`config.mk`:
```
export PLATFORM = sky130hd
export DESIGN_NAME = led_status_driver
export DESIGN_NICKNAME = d
export VERILOG_FILES = /design/src/rtl/led_status_pkg.sv /design/src/rtl/led_tick_gen.sv /design/src/rtl/led_status_driver.sv
export SDC_FILE = /design/constraint.sdc
export NUM_CORES = 1
export LEC_CHECK = 0
export CORE_UTILIZATION = 40
export DETAILED_ROUTE_END_ITERATION = 7
export PLACE_DENSITY = 0.62
export SLEW_MARGIN = 20
export SYNTH_ARGS = -nofsm -noshare
export SYNTH_HDL_FRONTEND = slang
export SYNTH_SLANG_ARGS = --single-unit
```
`constraint.sdc`:
```
create_clock -name clk_clk -period 3.75 [get_ports clk_clk]
set_input_delay 0.75 -clock clk_clk [delete_from_list [all_inputs] [get_ports clk_clk]]
set_output_delay 0.75 -clock clk_clk [all_outputs]
set_load 0.05 [all_outputs]
```
`src/rtl/led_status_pkg.sv`:
```
// Shared types and constants for the LED status driver.
package led_status_pkg;

   localparam int unsigned LED_W   = 8;
   localparam int unsigned PARAM_W = 6;

   // Display mode, taken from the top two bits of the PIO word.
   typedef enum logic [1:0] {
      MODE_STATIC = 2'b00,
      MODE_BLINK  = 2'b01,
      MODE_PWM    = 2'b10,
      MODE_CHASE  = 2'b11
   } led_mode_t;

endpackage

```
`src/rtl/led_tick_gen.sv`:
```
// Prescaler: one-cycle tick every TICK_DIV clocks, restartable via clr.
module led_tick_gen #(
   parameter int unsigned TICK_DIV = 50000
) (
   input  logic clk_clk,
   input  logic reset_reset,
   input  logic clr,
   output logic tick
);

   localparam int unsigned TW = (TICK_DIV > 1) ? $clog2(TICK_DIV) : 1;

   logic [TW-1:0] cnt_q;

   assign tick = (cnt_q == TW'(TICK_DIV - 1));

   // Count 0..TICK_DIV-1 and wrap; clr restarts the period from 0.
   always_ff @(posedge clk_clk) begin
      if (reset_reset || clr || tick) begin
         cnt_q <= '0;
      end else begin
         cnt_q <= cnt_q + 1'b1;
      end
   end

endmodule

```
`src/rtl/led_status_driver.sv`:
```
// Turns the firmware PIO word into a registered LED drive with
// static, blink, PWM-dim and chase display modes.
module led_status_driver
   import led_status_pkg::*;
#(
   parameter int unsigned TICK_DIV    = 50000,
   parameter int unsigned BLINK_TICKS = 250,
   parameter int unsigned CHASE_TICKS = 100,
   parameter int unsigned PWM_BITS    = 4
) (
   input  logic             clk_clk,
   input  logic             reset_reset,
   input  logic [LED_W-1:0] pio_word,
   output logic [LED_W-1:0] led
);

   localparam int unsigned BW = (BLINK_TICKS > 1) ? $clog2(BLINK_TICKS) : 1;
   localparam int unsigned CW = (CHASE_TICKS > 1) ? $clog2(CHASE_TICKS) : 1;

   logic [LED_W-1:0]    word_q, word_d;
   logic                change;
   logic                tick;
   logic [BW-1:0]       blink_cnt_q, blink_cnt_d;
   logic                phase_q, phase_d;
   logic [CW-1:0]       chase_cnt_q, chase_cnt_d;
   logic [LED_W-1:0]    pos_q, pos_d;
   logic [PWM_BITS-1:0] pwm_cnt_q, pwm_cnt_d;
   logic [PWM_BITS-1:0] duty_q, duty_d;
   logic [LED_W-1:0]    led_q, led_d;
   led_mode_t           mode;

   // Any difference from the last sampled word restarts all timing.
   assign change = (pio_word != word_q);

   led_tick_gen #(
      .TICK_DIV (TICK_DIV)
   ) u_tick_gen (
      .clk_clk     (clk_clk),
      .reset_reset (reset_reset),
      .clr         (change),
      .tick        (tick)
   );

   // Next state for blink phase, chase position and PWM; a word change overrides any tick.
   always_comb begin
      word_d      = word_q;
      blink_cnt_d = blink_cnt_q;
      phase_d     = phase_q;
      chase_cnt_d = chase_cnt_q;
      pos_d       = pos_q;
      pwm_cnt_d   = pwm_cnt_q + 1'b1;
      // Duty only moves at a period boundary so no partial PWM periods appear.
      duty_d      = (pwm_cnt_d == '0) ? word_q[PWM_BITS-1:0] : duty_q;

      if (tick) begin
         if (blink_cnt_q == BW'(BLINK_TICKS - 1)) begin
            blink_cnt_d = '0;
            phase_d     = ~phase_q;
         end else begin
            blink_cnt_d = blink_cnt_q + 1'b1;
         end

         if (chase_cnt_q == CW'(CHASE_TICKS - 1)) begin
            chase_cnt_d = '0;
            pos_d       = word_q[0] ? {pos_q[0], pos_q[LED_W-1:1]}
                                    : {pos_q[LED_W-2:0], pos_q[LED_W-1]};
         end else begin
            chase_cnt_d = chase_cnt_q + 1'b1;
         end
      end

      if (change) begin
         word_d      = pio_word;
         blink_cnt_d = '0;
         phase_d     = 1'b1;
         chase_cnt_d = '0;
         pos_d       = pio_word[0] ? LED_W'(8'h80) : LED_W'(8'h01);
         pwm_cnt_d   = '0;
         duty_d      = pio_word[PWM_BITS-1:0];
      end
   end

   // Mode mux on next-state values so a new word shows up one clock after it is written.
   always_comb begin
      led_d = '0;
      mode  = led_mode_t'(word_d[LED_W-1:PARAM_W]);
      unique case (mode)
         MODE_STATIC: led_d = {{(LED_W - PARAM_W){1'b0}}, word_d[PARAM_W-1:0]};
         MODE_BLINK:  led_d = phase_d ? {{(LED_W - PARAM_W){1'b0}}, word_d[PARAM_W-1:0]} : '0;
         MODE_PWM:    led_d = (pwm_cnt_d < duty_d) ? '1 : '0;
         MODE_CHASE:  led_d = pos_d;
      endcase
   end

   // State and output registers with synchronous reset.
   always_ff @(posedge clk_clk) begin
      if (reset_reset) begin
         word_q      <= '0;
         blink_cnt_q <= '0;
         phase_q     <= 1'b1;
         chase_cnt_q <= '0;
         pos_q       <= LED_W'(8'h01);
         pwm_cnt_q   <= '0;
         duty_q      <= '0;
         led_q       <= '0;
      end else begin
         word_q      <= word_d;
         blink_cnt_q <= blink_cnt_d;
         phase_q     <= phase_d;
         chase_cnt_q <= chase_cnt_d;
         pos_q       <= pos_d;
         pwm_cnt_q   <= pwm_cnt_d;
         duty_q      <= duty_d;
         led_q       <= led_d;
      end
   end

   assign led = led_q;

endmodule

```
== Word level (Yosys, flattened, before mapping) ==
Index checks and enable logic that the tools add are counted.

* Register bits after elaboration: 64
* Bits of input ports: 10
* Output and inout port bits: 8
* Logic and storage cells: 44

* Add/sub/neg operators: 4
* Order comparisons: 1
* Equal/unequal tests: 7
* Mux-type cells: 17
* Bitwise logic cells: 1
* Reduce and logical (&&, ||, !) cells: 5

{| class="wikitable"
|+ Operators by type and width
! cell !! number
|-
| two-way mux 8 bit || 8
|-
| case mux 8 bit (4 select lines) || 1
|-
| adder 16 x 1 -> 16 bit (second input constant) || 1
|-
| equality test 16 bit (second input constant) || 1
|-
| two-way mux 4 bit || 3
|-
| adder 8 x 1 -> 8 bit (second input constant) || 1
|-
| equality test 8 bit (second input constant) || 1
|-
| != test 8 bit || 1
|-
| adder 7 x 1 -> 7 bit (second input constant) || 1
|-
| equality test 7 bit (second input constant) || 1
|-
| two-way mux 7 bit || 1
|-
| two-way mux 6 bit || 1
|-
| adder 4 x 1 -> 4 bit (second input constant) || 1
|-
| equality test 2 bit (second input constant) || 2
|-
| logical NOT 4 bit || 1
|-
| < comparator 4 bit || 1
|-
| two-way mux 1 bit || 3
|-
| equality test 2 x 1 -> 1 bit (second input constant) || 1
|-
| logical NOT 2 bit || 1
|-
| logical OR 1 bit || 2
|-
| OR reduction 2 bit || 1
|-
| inverter 1 bit || 1
|}

== Longest topological paths before layout ==
Gate-level depths: netlist of run 1.

* Depth after elaboration: 7
* Depth in mapped cells: 11
* Gate-level depth less buffers: 11

== Cells and area by module ==
From an unflattened synthesis of run 1, not the netlist that was laid out.

* Cell total of the unflattened synthesis: 316
* Area, all modules: 2,989.1 µm²

{| class="wikitable"
|+ By module, submodules not included
! module !! instances !! cells an instance !! area an instance (µm²) !! seq. area each (µm²)
|-
| led_status_driver || 1 || 236 || 2,268.4 || 960.9
|-
| led_tick_gen || 1 || 80 || 720.7 || 320.3
|}

== Worst setup path after synthesis of run 1 ==
Ideal clock, no wire load.

* Path type: input port to flip-flop
* Start: input port pio_word[2]
* End: register led_q[6] (netlist: led[6])
* Library setup time: 0.101 ns
* Arrival: 2.864 ns
* Slack: 0.785 ns
* Stages on the path: 11
* Path through: xnor2_1 -> nand4_1 -> or2_2 -> clkbuf_1 -> o21ai_0 -> ha_1 -> nand2_1 -> and4b_1 -> nand3_1 -> o311a_1 -> o41ai_1

* Longest elaborated chain between the ends: 5

{| class="wikitable"
|+ RTL lines
! what !! line !! source
|-
| start: declaration || led_status_driver.sv:13 || <nowiki>input logic [LED_W-1:0] pio_word,</nowiki>
|-
| != test 8 bit || led_status_driver.sv:33 || <nowiki>assign change = (pio_word != word_q);</nowiki>
|-
| two-way mux 4 bit || led_status_driver.sv:72 || <nowiki>if (change) begin</nowiki>
|-
| < comparator 4 bit || led_status_driver.sv:90 || <nowiki>MODE_PWM: led_d = (pwm_cnt_d < duty_d) ? '1 : '0;</nowiki>
|-
| two-way mux 8 bit || led_status_driver.sv:90 ||
|-
| case mux 8 bit (4 select lines) (*) || led_status_driver.sv:87 || <nowiki>unique case (mode)</nowiki>
|-
| end signal: assignment || led_status_driver.sv:114 || <nowiki>led_q <= led_d;</nowiki>
|-
| end: declaration || led_status_driver.sv:29 || <nowiki>logic [LED_W-1:0] led_q, led_d;</nowiki>
|}

Mark *: on every way between the ends. The rest lies on a longest branch, timed or not.
A chain may end at the register's enable or synchronous reset.

== Worst setup path in the final report of run 1 ==
* Start: input port pio_word[7]
* End: register led_q[6] (netlist: led[6])

The elaborated chain is that of the path after synthesis.

==> results of run 1 <==
-- cell usage after synthesis, types with 2 or more instances --
master,instances
nor2b_1,4
nor2_1,63
nand3_1,14
ha_1,8
o221ai_1,6
buf_1,2
nor4_4,5
nand2_1,24
a21oi_1,5
clkbuf_1,5
mux2_2,3
and3_1,5
xnor2_1,24
mux2i_1,6
o31a_1,2
or3_1,4
o21ai_0,14
nand4_1,11
dfxtp_1,64
inv_1,15
xor2_1,13
nor3_1,3
-- final timing paths --
check        cells past startpoint  slack, ns             endpoint                 from
min reg2reg                      1       0.46  u_tick_gen.cnt_q[0]  u_tick_gen.cnt_q[0]
min                              1       0.46  u_tick_gen.cnt_q[0]  u_tick_gen.cnt_q[0]
max                             11       0.56               led[6]          pio_word[7]
max reg2reg                     11       0.68               led[6]         pwm_cnt_q[0]
-- per-layer routing --
layer,part of all wire,track usage,vias to the layer above
li1,-,-,1173
met1,0.50,0.242,1064
met2,0.47,0.264,34
met3,0.028,0.0386,6
met4,0.0096,0.0733,0
met5,0,0,-
-- registers in the layout, indices dropped and copies added (netlist names) --
name and flops:
pwm_cnt_q 4, pos_q 8, phase_q 1, duty_q 4, blink_cnt_q 8, u_tick_gen.cnt_q 16
chase_cnt_q 7, word_q 8, led 8
-- critical path: stages --
cell and delay (ns):
clkdlybuf4s50_1 0.56, xnor2_1 0.14, nand4_1 0.11, or2_2 0.38, o21ai_0 0.27, ha_1 0.29, nand2_1 0.06, and4b_1 0.21
nand3_1 0.08, o311a_1 0.42, o41ai_1 0.12
-- cells in the final DEF, fill, tap and decap left out, drive strengths merged, types with 13 or more instances in the layout --
cell type | synthesis | layout
clkdlybuf4s50 | 0 | 17
nand3 | 14 | 14
nand2 | 24 | 24
xnor2 | 24 | 24
xor2 | 13 | 13
nor2 | 64 | 64
o21ai | 15 | 15
inv | 15 | 15
dfxtp | 64 | 64
clkbuf | 5 | 14
-- stage by stage --
| stage | hold WS (ns) | area [sq um] | worst slack, ns |
|---|---|---|---|
| floorplan | 0.426 | 2960 | 0.785 |
| global placement | 0.443 | 3260 | 0.357 |
| detailed placement | 0.450 | 3260 | 0.265 |
| CTS | 0.466 | 3460 | 0.587 |
| global route | 0.490 | 3460 | 0.391 |
| finish | 0.456 | 3460 | 0.559 |
-- report_power, final --
group          switching, mW  internal, mW
clock network          0.257         0.329
logic                 0.0629        0.0434
registers            0.00762         0.695
-- cell type report --
class | instances | share of cell area
multi-input combinational | 238 | 0.457
sequential | 64 | 0.370
timing repair buffer | 23 | 0.0622
clock buffer | 14 | 0.0557
tap | 99 | 0.0358
inverter | 15 | 0.0163
clock inverter | 2 | 0.00289
-- cell families after synthesis --
kind of cell    synth area share
mux                       0.0317
buf+inv                   0.0334
flops                      0.432
xor+xnor                   0.109
compound gates             0.102
fa+ha+maj                 0.0338
simple gates               0.258
==> metrics, run 1 <==
outcome=finished clean; Ant. Diodes=0; Syn Inst Count=326; Hold Path Class=register to register; total power=1.39 mW; post-cts gate resize count=0; setup violators final=0; top cells by area, synth=dfxtp_1, nor2_1, xnor2_1; DRT Pass-1 Iters=4; synth warn=0; leading area contributor after synthesis=dfxtp_1; Synth cell types=48; Multi-input gate area=1580 sq um; register area=1280 sq um; critical path type=input pin to register; I/O pin count=18; htree depth=3; Initial Util=0.411; layout cells sized above 1=0.104; final cell count without fillers=455; P_leak=1.22 nW; register bit total from synthesis=64; Worst setup SP type=input pin; Hold Fails Final Rpt=0; largest net degree at the start of global routing=20; Most used DFF post-synth=dfxtp_1; final wirelength=6050 microns; IO Port Bufs=17; vias=2277; Die X-Extent=88.1 microns; CTS max path bufs=2; Area Growth Syn to Fin=16.8%; Total GRT Usage=0.175; first-pass GRT wire length=10300 microns; WP data arrival=3.40 ns; area fraction of the dominant cell type after synthesis=0.432; Setup TNS=0 ns; CTS clk-pin slew, worst paths=0.07 ns; placed insts=439; CTS tree=done; CTS Buf Count=9; Clock Latency Late Sink=0.33 ns; kind of end point of the critical path=register; worst-margin pin slew=0.656 ns; Peak VDD IR=0.209 mV; Routed WL per cell=13.3 microns; antenna violations before repair=0; Slew Limit Fails=0; RSZ-0062 raised after global routing=no; # hold bufs at CTS=0; Post-Syn Area=2960 sq um; Sink Count=64; DP Wirelength=4390 microns; number of global-route vias before repair=2126; Final min period=3.19 ns; DR vias/cell=5.00; post-synthesis async set-or-reset flop share=0; core area=7210 sq um; P per Cell Area=403 nW/um^2; row cnt=31; required time of the critical path=3.96 ns; Tcrit/Tclk final=0.851; fmax=0.313 GHz; die area=7760 sq um; Remaining Overflow, GRT=0; setup bufs post-CTS=0; Final ANT Viol Nets=0; max cap viols=0; Max Clock Skew=0.00898 ns; worst-path maximum fanout=10; final core occ=0.480; DRC violations left=0; GP Congestion=0.828; Avg Cell Area, Syn=9.09 sq um; Max-slew headroom=0.561; height of the chip=88.1 microns; Seq/Total Area, Yosys=0.432; Final Net Count=369; initial drt markers=128; # fillers=718; number of flops mapped to enable cells by yosys=0; Synthesized Nets=344; clock root buffer=clkbuf_8
No activity file was read; power rests on OpenSTA's default activity.
==> run 2, diff against run 1 <==
--- a/config.mk
+++ b/config.mk
@@ -7,7 +7,8 @@
 export LEC_CHECK = 0
 export CORE_UTILIZATION = 40
 export DETAILED_ROUTE_END_ITERATION = 7
-export PLACE_DENSITY = 0.62
+export DONT_BUFFER_PORTS = 1
+export PLACE_DENSITY = 0.59
 export SLEW_MARGIN = 20
 export SYNTH_ARGS = -nofsm -noshare
 export SYNTH_HDL_FRONTEND = slang
==> metrics, run 2 (synthesis gave the netlist of run 1 again) <==
Setup WS pre-CTS=0.590 ns; Final Net Count=348; DRC violations left=0; # hold bufs at CTS=0; M3 GR Usage=0.0509; layout cells sized above 1=0.0931; register area=1280 sq um; worst setup path start=pwm_cnt_q[0]; Max Clock Skew=0.00501 ns; Slew Limit Fails=0; Final min period=3.00 ns; DRT Pass-1 Iters=4; CTS tree=done; Biggest register=u_tick_gen.cnt_q; Hold Path Class=register to register; P_leak=1.14 nW; CTS clk-pin slew, worst paths=0.07 ns; worst r2r dst=led[5]; Area Growth Syn to Fin=10.3%; Worst setup SP type=register; required time of the critical path=3.99 ns; outcome=finished clean; Routed WL per cell=13.5 microns; busiest grt layer=met2; Max-slew headroom=0.585; vias=2175; Sink Count=64; setup violators final=0; Clock Latency Late Sink=0.34 ns; htree depth=3; DR vias/cell=5.03; first-pass GRT wire length=9760 microns; Initial Util=0.411; kind of end point of the critical path=register; worst-margin pin slew=0.621 ns; critical path type=register to register; Total GRT Usage=0.166; height of the chip=88.1 microns; CTS max path bufs=2; GP Congestion=0.869; M2 GR Usage=0.266; most frequent cells in the layout=dfxtp_1, nor2_1, xnor2_1, nand2_1, inv_1; Die X-Extent=88.1 microns; antenna violations before repair=0; Tcrit/Tclk final=0.801; die area=7760 sq um; CTS Buf Count=9; Setup TNS=0 ns; worst setup margin=0.747 ns; Ant. Diodes=0; commonest non-fill, non-tap cell in the layout=dfxtp_1; row cnt=31; clock root buffer=clkbuf_8; RSZ-0062 raised after global routing=no; reg2reg setup slack=0.75 ns; setup bufs post-CTS=0; Hold Fails Final Rpt=0; Final ANT Viol Nets=0; I/O pin count=18; CP endpoint=led[5]; Remaining Overflow, GRT=0; met1 global-route usage=0.205; Largest register FFs=16; core area=7210 sq um; worst-path maximum fanout=8; post-cts gate resize count=0; initial drt markers=96; DP Wirelength=4200 microns; max cap viols=0; IO Port Bufs=0; # fillers=708; Peak VDD IR=0.308 mV; P per Cell Area=433 nW/um^2; Critical R2R Launch=pwm_cnt_q[0]; number of global-route vias before repair=2092; Worst Reg2Reg Path Length in Cells=11; fmax=0.333 GHz; WP data arrival=3.24 ns; Multi-input gate area=1580 sq um; largest net degree at the start of global routing=20; final wirelength=5820 microns
run 2: power by group:
| part | total [mW] | switching, mW | internal [mW] |
|---|---|---|---|
| logic | 0.0478 | 0.0266 | 0.0213 |
| clock network | 0.635 | 0.252 | 0.383 |
| registers | 0.731 | 0.0351 | 0.696 |
run 2: routing by layer:
metal	share of wire	vias to the layer above
li1	-	1130
met1	0.50	1001
met2	0.46	35
met3	0.029	9
met4	0.017	0
met5	0	-
run 2: layout make-up:
class | count | share of cell area
sequential | 64 | 0.392
inverter | 15 | 0.0172
timing repair buffer | 2 | 0.00460
multi-input combinational | 238 | 0.484
clock buffer | 10 | 0.0421
tap | 99 | 0.0379
clock inverter | 4 | 0.0214
run 2: through the flow:
step | cell area (sq um) | power, mW | util | hold WS [ns] | cells
6_report | 3270 | 1.41 | 0.453 | 0.461 | 432
5_1_grt | 3270 | 1.47 | 0.453 | 0.447 | 432
4_1_cts | 3270 | 1.43 | 0.453 | 0.449 | 432
3_5_place_dp | 3060 | 0.793 | 0.424 | 0.449 | 418
3_3_place_gp | 3060 | 0.793 | 0.424 | 0.443 | 418
2_1_floorplan | 2960 | 0.781 | - | 0.426 | 326
run 2: worst max-delay path: stages, from the launching register on:
cell and delay [ns]:
dfxtp_1 0.45, ha_1 0.22, nand2_1 0.06, a21oi_1 0.39, mux2_2 0.39, o21ai_0 0.23
ha_1 0.29, nand2_1 0.06, and4b_1 0.20, nand3_1 0.08, o311a_1 0.40, o221ai_1 0.13
run 2: worst min path at each step:
stage                        startpoint                   to  cells after the start
floorplan           u_tick_gen.cnt_q[0]  u_tick_gen.cnt_q[0]                      1
finish              u_tick_gen.cnt_q[0]  u_tick_gen.cnt_q[0]                      1
CTS                         reset_reset            word_q[1]                      1
detailed placement  u_tick_gen.cnt_q[0]  u_tick_gen.cnt_q[0]                      1
global placement    u_tick_gen.cnt_q[0]  u_tick_gen.cnt_q[0]                      1
global route                reset_reset            word_q[1]                      1
